`src/rtl/salamander_capture_ctrl.sv`:
```
// rtl/salamander_capture_ctrl.sv - capture sequencer for the Salamander video datapath
module salamander_capture_ctrl (
  input  logic        i_EMU_MCLK,
  input  logic        i_EMU_RST,
  input  logic        i_EMU_CLK6MPCEN_n,
  input  logic [8:0]  i_HCOUNTER,
  input  logic [8:0]  i_VCOUNTER,
  input  logic        i_ARM,
  input  logic        i_ABORT,
  input  logic [7:0]  i_FRAME_COUNT,
  input  logic [3:0]  i_SKIP,
  input  logic        i_SINK_READY,
  output logic        o_BUSY,
  output logic        o_DONE,
  output logic        o_FRAME_START,
  output logic        o_LINE_START,
  output logic [19:0] o_LINE_ADDR,
  output logic        o_PIXEL_VALID,
  output logic [7:0]  o_PIX_X,
  output logic        o_LINE_END,
  output logic        o_FRAME_END,
  output logic [15:0] o_FRAME_NUM,
  output logic        o_OVERRUN
);

  typedef enum logic [1:0] {
    ST_IDLE,
    ST_WAIT,
    ST_SKIP,
    ST_CAPTURE
  } state_t;

  state_t     state;
  logic [7:0] remaining;
  logic [3:0] phase;
  logic [3:0] skip_cfg;
  logic [7:0] pix_cnt;
  logic       in_line;

  logic pce;
  logic ev_fb, ev_ls, ev_px, ev_le, ev_fe;

  // Counter decodes only count on pixel-enable cycles.
  assign pce   = ~i_EMU_CLK6MPCEN_n;
  assign ev_fb = pce && (i_VCOUNTER == 9'd272) && (i_HCOUNTER == 9'd276);
  assign ev_ls = pce && (i_VCOUNTER >= 9'd272) && (i_VCOUNTER <= 9'd495) && (i_HCOUNTER == 9'd277);
  assign ev_px = pce && ((i_HCOUNTER > 9'd277) || (i_HCOUNTER < 9'd150));
  assign ev_le = pce && (i_HCOUNTER == 9'd150);
  assign ev_fe = pce && (i_VCOUNTER == 9'd495) && (i_HCOUNTER == 9'd151);

  always_ff @(posedge i_EMU_MCLK) begin
    if (i_EMU_RST) begin
      state         <= ST_IDLE;
      remaining     <= 8'd0;
      phase         <= 4'd0;
      skip_cfg      <= 4'd0;
      pix_cnt       <= 8'd0;
      in_line       <= 1'b0;
      o_BUSY        <= 1'b0;
      o_DONE        <= 1'b0;
      o_FRAME_START <= 1'b0;
      o_LINE_START  <= 1'b0;
      o_LINE_ADDR   <= 20'd0;
      o_PIXEL_VALID <= 1'b0;
      o_PIX_X       <= 8'd0;
      o_LINE_END    <= 1'b0;
      o_FRAME_END   <= 1'b0;
      o_FRAME_NUM   <= 16'd0;
      o_OVERRUN     <= 1'b0;
    end else begin
      o_DONE        <= 1'b0;
      o_FRAME_START <= 1'b0;
      o_LINE_START  <= 1'b0;
      o_PIXEL_VALID <= 1'b0;
      o_LINE_END    <= 1'b0;
      o_FRAME_END   <= 1'b0;

      // The writer cannot stall video, so a refused pixel is only recorded.
      if (o_PIXEL_VALID && !i_SINK_READY)
        o_OVERRUN <= 1'b1;

      if (state == ST_IDLE) begin
        if (i_ARM) begin
          o_OVERRUN <= 1'b0;
          if (i_FRAME_COUNT == 8'd0) begin
            o_DONE <= 1'b1;
          end else begin
            remaining <= i_FRAME_COUNT;
            phase     <= 4'd0;
            skip_cfg  <= i_SKIP;
            o_BUSY    <= 1'b1;
            state     <= ST_WAIT;
          end
        end
      end else if (i_ABORT) begin
        state   <= ST_IDLE;
        o_BUSY  <= 1'b0;
        in_line <= 1'b0;
      end else begin
        case (state)
          ST_WAIT, ST_SKIP: begin
            if (ev_fb) begin
              if (phase == 4'd0) begin
                state         <= ST_CAPTURE;
                o_FRAME_START <= 1'b1;
                o_LINE_ADDR   <= 20'h29D36;
                phase         <= skip_cfg;
              end else begin
                phase <= phase - 4'd1;
                state <= ST_SKIP;
              end
            end else if (state == ST_SKIP && ev_fe) begin
              state <= ST_WAIT;
            end
          end
          ST_CAPTURE: begin
            if (ev_ls) begin
              o_LINE_START <= 1'b1;
              in_line      <= 1'b1;
              o_PIX_X      <= 8'd0;
              pix_cnt      <= 8'd0;
            end else if (ev_px && in_line) begin
              o_PIXEL_VALID <= 1'b1;
              o_PIX_X       <= pix_cnt;
              pix_cnt       <= pix_cnt + 8'd1;
            end else if (ev_le && in_line) begin
              o_LINE_END  <= 1'b1;
              in_line     <= 1'b0;
              // BMP rows are stored bottom-up, so each new line sits one row lower in the file.
              o_LINE_ADDR <= o_LINE_ADDR - 20'h300;
            end else if (ev_fe) begin
              o_FRAME_END <= 1'b1;
              o_FRAME_NUM <= o_FRAME_NUM + 16'd1;
              remaining   <= remaining - 8'd1;
              if (remaining == 8'd1) begin
                o_DONE <= 1'b1;
                o_BUSY <= 1'b0;
                state  <= ST_IDLE;
              end else begin
                state <= ST_WAIT;
              end
            end
          end
          default: state <= ST_IDLE;
        endcase
      end
    end
  end

endmodule

```
`config.mk`:
```
export PLATFORM = sky130hd
export DESIGN_NAME = salamander_capture_ctrl
export DESIGN_NICKNAME = d
export VERILOG_FILES = /design/src/rtl/salamander_capture_ctrl.sv
export SDC_FILE = /design/constraint.sdc
export NUM_CORES = 1
export LEC_CHECK = 0
export CORE_AREA = 2 2 93 95
export CTS_BUF_LIST = sky130_fd_sc_hd__clkbuf_8
export DETAILED_ROUTE_END_ITERATION = 8
export DIE_AREA = 0 0 95 97
export HOLD_SLACK_MARGIN = 0.12
export PLACE_DENSITY_LB_ADDON = 0.3
export SYNTH_ARGS = -nofsm -noshare
export SYNTH_HDL_FRONTEND = slang
export SYNTH_SLANG_ARGS = --single-unit
```
`constraint.sdc`:
```
create_clock -name i_EMU_MCLK -period 2.08 [get_ports i_EMU_MCLK]
set_input_delay 0.416 -clock i_EMU_MCLK [delete_from_list [all_inputs] [get_ports i_EMU_MCLK]]
set_output_delay 0.416 -clock i_EMU_MCLK [all_outputs]
set_load 0.05 [all_outputs]
```
## Word level (Yosys, flattened, before mapping)

Cells that the tools add are included.
Widths: inputs -> output; s select.

- Register bits: 79
- Bits of input ports: 36
- Word-level logic and storage cells: 182

- $add $sub $neg: 5
- $lt $le $gt $ge: 4
- Equal/unequal tests: 30
- Muxes and demuxes: 72
- Bitwise logic cells: 10
- Reductions and logical operators: 44

Operators with widths:

| cell | count |
|---|---|
| $mux 8 | 13 |
| $mux 20 | 5 |
| $pmux 20 s2 | 1 |
| $eq 9x9->1 const B | 4 |
| $mux 1 | 35 |
| $mux 4 | 7 |
| $reduce_and 8->1 | 3 |
| $mux 2 | 10 |
| $sub 20x10->20 const B | 1 |
| $eq 9x8->1 const B | 2 |
| $ne 2x2->1 const B | 9 |
| $add 16x1->16 const B | 1 |
| $ne 4x4->1 const B | 4 |
| $reduce_and 7->1 | 2 |
| $reduce_bool 2->1 | 7 |
| $logic_and 1x1->1 | 13 |
| $reduce_bool 3->1 | 4 |
| $not 1->1 | 10 |
| $reduce_or 5->1 | 2 |
| $ge 9x9->1 const B | 1 |
| $gt 9x9->1 const B | 1 |
| $le 9x9->1 const B | 1 |
| $lt 9x8->1 const B | 1 |
| $ne 3x3->1 const B | 3 |
| other kinds (22) | 25 |

## Logic depth before layout (Yosys ltp)

- Depth after elaboration: 10
- Gate-level depth with buffers: 9

## Worst setup path after synthesis

Ideal clock, no wire load.

- Path type: flip-flop to flip-flop
- Start point: register state[0]
- End point: register remaining[2]
- Setup time: 0.075 ns
- Arrival time: 2.078 ns
- Required time: 2.005 ns
- Slack: -0.072 ns
- Stages on the path, launching flop included: 10
- Path buffers: 1
- Path through: dfxtp_1 > inv_1 > ha_1 > or2_1 > clkbuf_1 > nor2_1 > nand4b_1 > and2_1 > or4_1 > a31oi_1

- Longest elaborated chain between the ends: 3

RTL lines:

| what | line | source |
|---|---|---|
| start: declaration | 33 | `state_t state;` |
| start signal: assignment | 53 | `state <= ST_IDLE;` |
| start signal: assignment | 92 | `state <= ST_WAIT;` |
| start signal: assignment | 96 | `state <= ST_IDLE;` |
| $eq 2x2->1 or $logic_not 2->1 (tied branches) | 100, 82 |  |
| $reduce_bool 2->1 (no line) (tied with other cells) | - |  |
| $reduce_and 8->1 (no line) | - |  |
| end signal: assignment | 88 | `remaining <= i_FRAME_COUNT;` |
| end signal: assignment | 134 | `remaining <= remaining - 8'd1;` |
| end: declaration | 34 | `logic [7:0] remaining;` |

Several ways; a longest one is shown, not always the timed one.
A chain may end at the register's enable or synchronous reset.

## Worst setup path in the final report

Ends and elaborated chain as after synthesis.

==> impl_metrics.env <==
export IMPL_status="finished clean"
export IMPL_ys_types=61
export IMPL_grt_usage_pct=24.2
export IMPL_synth_edf_count=0
export IMPL_h_tree_depth=3
export IMPL_yosysWarnings=0
export IMPL_gp_congestion=0.897
export IMPL_numCtsBuffers=9
export IMPL_p_leak_nw=2.39
export IMPL_setup_viol=0
export IMPL_grt_pass1_wl_mm=18.0
export IMPL_drtIter0Drc=282
export IMPL_min_period_ns=2.05
export IMPL_path_class="flip-flop to flip-flop"
export IMPL_final_cell_area_um2=5600
export IMPL_crit_required_ns=2.37
export IMPL_crit_fanout=6
export IMPL_r2r_end="remaining[2]$_SDFFE_PP0P_"
export IMPL_crit_path_start_kind="flip-flop"
export IMPL_pwr_share_comb_pct=22.2
export IMPL_io_pins=88
export IMPL_place_ws_ns=-0.562
export IMPL_drc=0
export IMPL_grt_pass1_vias=3908
export IMPL_cts_tree="done"
export IMPL_cts_root_buf="clkbuf_8"
export IMPL_seqPwrFrac_pct=46.0
export IMPL_crit_arrival_ns=2.34
export IMPL_skew_ns=0.00916
export IMPL_finalHoldViolations=0
export IMPL_synth_ff_type="dfxtp_1"
export IMPL_fmax_ghz=0.487
export IMPL_rrSetupSlack_ns=0.03
export IMPL_final_antenna_net_count=0
export IMPL_muxShareOfSynthArea_pct=1.06
export IMPL_timing_rr_start="state[0]$_SDFFE_PP0P_"
export IMPL_synth_compound_area_share_pct=19.2
export IMPL_rsz0062_at_grt="yes"
export IMPL_drv_cap=0
export IMPL_fp_dieArea_um2=9220
export IMPL_async_flop_share_pct=0
export IMPL_synthAdderAreaFrac_pct=3.64
export IMPL_critPathBufInv=2
export IMPL_slew_viol_final=0
export IMPL_slew_headroom_pct=65.4
export IMPL_dr_pass1_iters=5
export IMPL_wl_per_cell_um=15.6
export IMPL_cp_slowest_cell="or4_1"
export IMPL_clk_latency_ns=0.36
export IMPL_ys_seq_elements=72
export IMPL_p_clk_share_pct=31.8
export IMPL_overflow=0
export IMPL_antenna_found_initial=0
export IMPL_period_share_pct=98.8
export IMPL_critPathMaxStageDelay_ns=0.40
export IMPL_ctsHoldBuffers=0
export IMPL_die_x_um=95
export IMPL_reg2reg_depth=9
export IMPL_clockBufferDepth=2
export IMPL_viasPerCell=5.58
export IMPL_synth_top_family_by_area="simple AND/OR/NAND/NOR gates"
export IMPL_core_um2=8130
export IMPL_finalWorstSetupSlack_ns=0.0256
export IMPL_wirelength_mm=11.1
export IMPL_die_y_um=97
export IMPL_syn_cell_area_um2=3780
export IMPL_hp_start="skip_cfg[2]$_SDFFE_PP0P_"
export IMPL_switchingPower_w=0.00105
export IMPL_switching_share_pct=32.4
export IMPL_clkSinkCount=72
export IMPL_row_count=33
export IMPL_place_area_um2=5160
export IMPL_mostFrequentLayoutCells="74 x buf_4, 70 x dfxtp_1, 59 x clkdlybuf4s50_1, 57 x nor2_1, 33 x a21oi_1"
export IMPL_peakVddDrop_mv=0.385
export IMPL_hp_class="flip-flop to flip-flop"
export IMPL_syn_avg_cell_area_um2=8.35
export IMPL_fin_util_pct=68.9
export IMPL_hpwlAfterDp_mm=7.88
export IMPL_synthSimpleGateAreaFrac_pct=27.7
export IMPL_path_delay_family="simple AND/OR/NAND/NOR gates"
export IMPL_worst_pin_slew_ns=0.518
export IMPL_postSynthCellCount=453
export IMPL_drive_above_1_share_pct=22.8
export IMPL_ys_seq_area_share_pct=38.1
export IMPL_hold_path_depth=2
export IMPL_cp_startpoint="state[0]$_SDFFE_PP0P_"
export IMPL_setup_tns_ns=0
export IMPL_grt_max_degree=35
export IMPL_p_per_area_nw_per_um2=577
export IMPL_hold_end="skip_cfg[2]$_SDFFE_PP0P_"
export IMPL_nets=652
export IMPL_vias=3992
export IMPL_start_util_pct=46.5
export IMPL_clk_pin_slew_ns=0.08
export IMPL_p_int_w=0.00219
export IMPL_crit_path_end_kind="flip-flop"
export IMPL_final_common_cell="buf_4"
export IMPL_diodes=0
export IMPL_io_buffers=83
export IMPL_crit_chain="inv_4 > ha_4 > buf_6 > or2_4 > nor2_1 > nand4b_1 > and2_4 > or4_1 > a31oi_1"
export IMPL_syn_to_final_growth_pct=48.1
export IMPL_synth_xor_xnor_area_share_pct=5.79
==> state kept, by name (all words and copies together), names as in the netlist <==
signal and cells:
o_BUSY 1, o_PIXEL_VALID 1, pix_cnt 8, in_line 1, o_LINE_END 1, o_FRAME_END 1, o_DONE 1, state 2
o_OVERRUN 1, remaining 8, o_FRAME_NUM 16, o_LINE_ADDR 13, skip_cfg 4, o_FRAME_START 1, o_LINE_START 1, o_PIX_X 8
phase 4
==> kinds of logic (layout without fill, tap and decap cells) <==
family,Yosys count,after routing
simple gates,194,194
fa+ha+maj,11,11
other cells,1,4
flops,72,72
mux,4,4
buf+inv,37,191
xor+xnor,25,25
compound gates,109,109
==> worst max-delay path by stage <==
stage | slack, ns | cells after the start | endpoint
global route | -0.05 | 8 | o_LINE_ADDR[11]$_SDFFE_PP0P_
global placement | -0.47 | 7 | o_LINE_ADDR[19]$_SDFFE_PP0P_
detailed placement | -0.56 | 7 | o_LINE_ADDR[11]$_SDFFE_PP0P_
CTS | -0.02 | 8 | o_FRAME_NUM[15]$_SDFFE_PP0P_
floorplan | 0.02 | 9 | remaining[2]$_SDFFE_PP0P_
finish | 0.03 | 9 | remaining[2]$_SDFFE_PP0P_
==> cell usage after synthesis (4+ instances only) <==
cell      count  area, um2
nor3b_1       4       30.0
nor2_1       59        221
dfxtp_1      72       1440
o21ai_0      28        140
mux2i_1       4       40.0
a22oi_1      10       75.1
or3_1        10       62.6
nand2_1      32        120
buf_4         7       52.6
xnor2_1      15        131
nand3_1      16       80.1
a311oi_1      5       43.8
inv_1        16       60.1
clkbuf_1     13       48.8
a211oi_1      5       37.5
nand2b_1      5       31.3
xor2_1       10       87.6
nor3_1       18       90.1
a21oi_1      33        165
o211a_1       5       50.1
ha_1         11        138
and3_1        4       25.0
or4_1         4       30.0
and4_1        5       43.8
nor4_1        7       43.8
nand4_1       6       37.5
==> routing by layer <==
layer	vias up	track usage [%]	wire length [um]
li1	1945	-	-
met1	1877	29.7	4840
met2	149	40.5	5510
met3	21	5.92	622
met4	0	8.70	158
met5	-	0	0
==> stage by stage <==
| step | total power [W] | instances | hold WS, ns |
|---|---|---|---|
| 2_1_floorplan | 0.00192 | 456 | 0.449 |
| 3_3_place_gp | 0.00217 | 692 | 0.468 |
| 3_5_place_dp | 0.00219 | 692 | 0.468 |
| 4_1_cts | 0.00323 | 713 | 0.487 |
| 5_1_grt | 0.00339 | 715 | 0.514 |
| 6_report | 0.00323 | 715 | 0.485 |
==> final cells by class <==
type,count,area [um2]
multi-input combinational,347,2350
timing repair buffer,159,1430
sequential,72,1450
clock inverter,7,53.8
fill,605,2530
inverter,16,62.6
clock buffer,9,124
tap,105,131
==> timing repair <==
| item | in CTS | in global routing |
|---|---|---|
| hold endpoints to repair | 0 | 0 |
| gates cloned | 0 | 0 |
| endpoints found under the setup margin | 33 | 55 |
| pin swaps | 10 | 26 |
| buffers inserted | 5 | 2 |
| gates resized for setup | 23 | 43 |
==> power groups by stage <==
| stage | clock network (W) | logic (W) | registers, W |
|---|---|---|---|
| 2_1_floorplan | 0 | 0.000361 | 0.00156 |
| 3_5_place_dp | 0 | 0.000681 | 0.00151 |
| 6_report | 0.00103 | 0.000718 | 0.00149 |
| 5_1_grt | 0.00112 | 0.000776 | 0.00150 |
| 4_1_cts | 0.00105 | 0.000694 | 0.00148 |
| 3_3_place_gp | 0 | 0.000663 | 0.00151 |
==> tightest hold or removal path: cells and delay by family (launching register included) <==
family          cells  cell delay, ns
flops               1            0.32
compound gates      2            0.13
No activity file was read; power rests on OpenSTA's default activity.
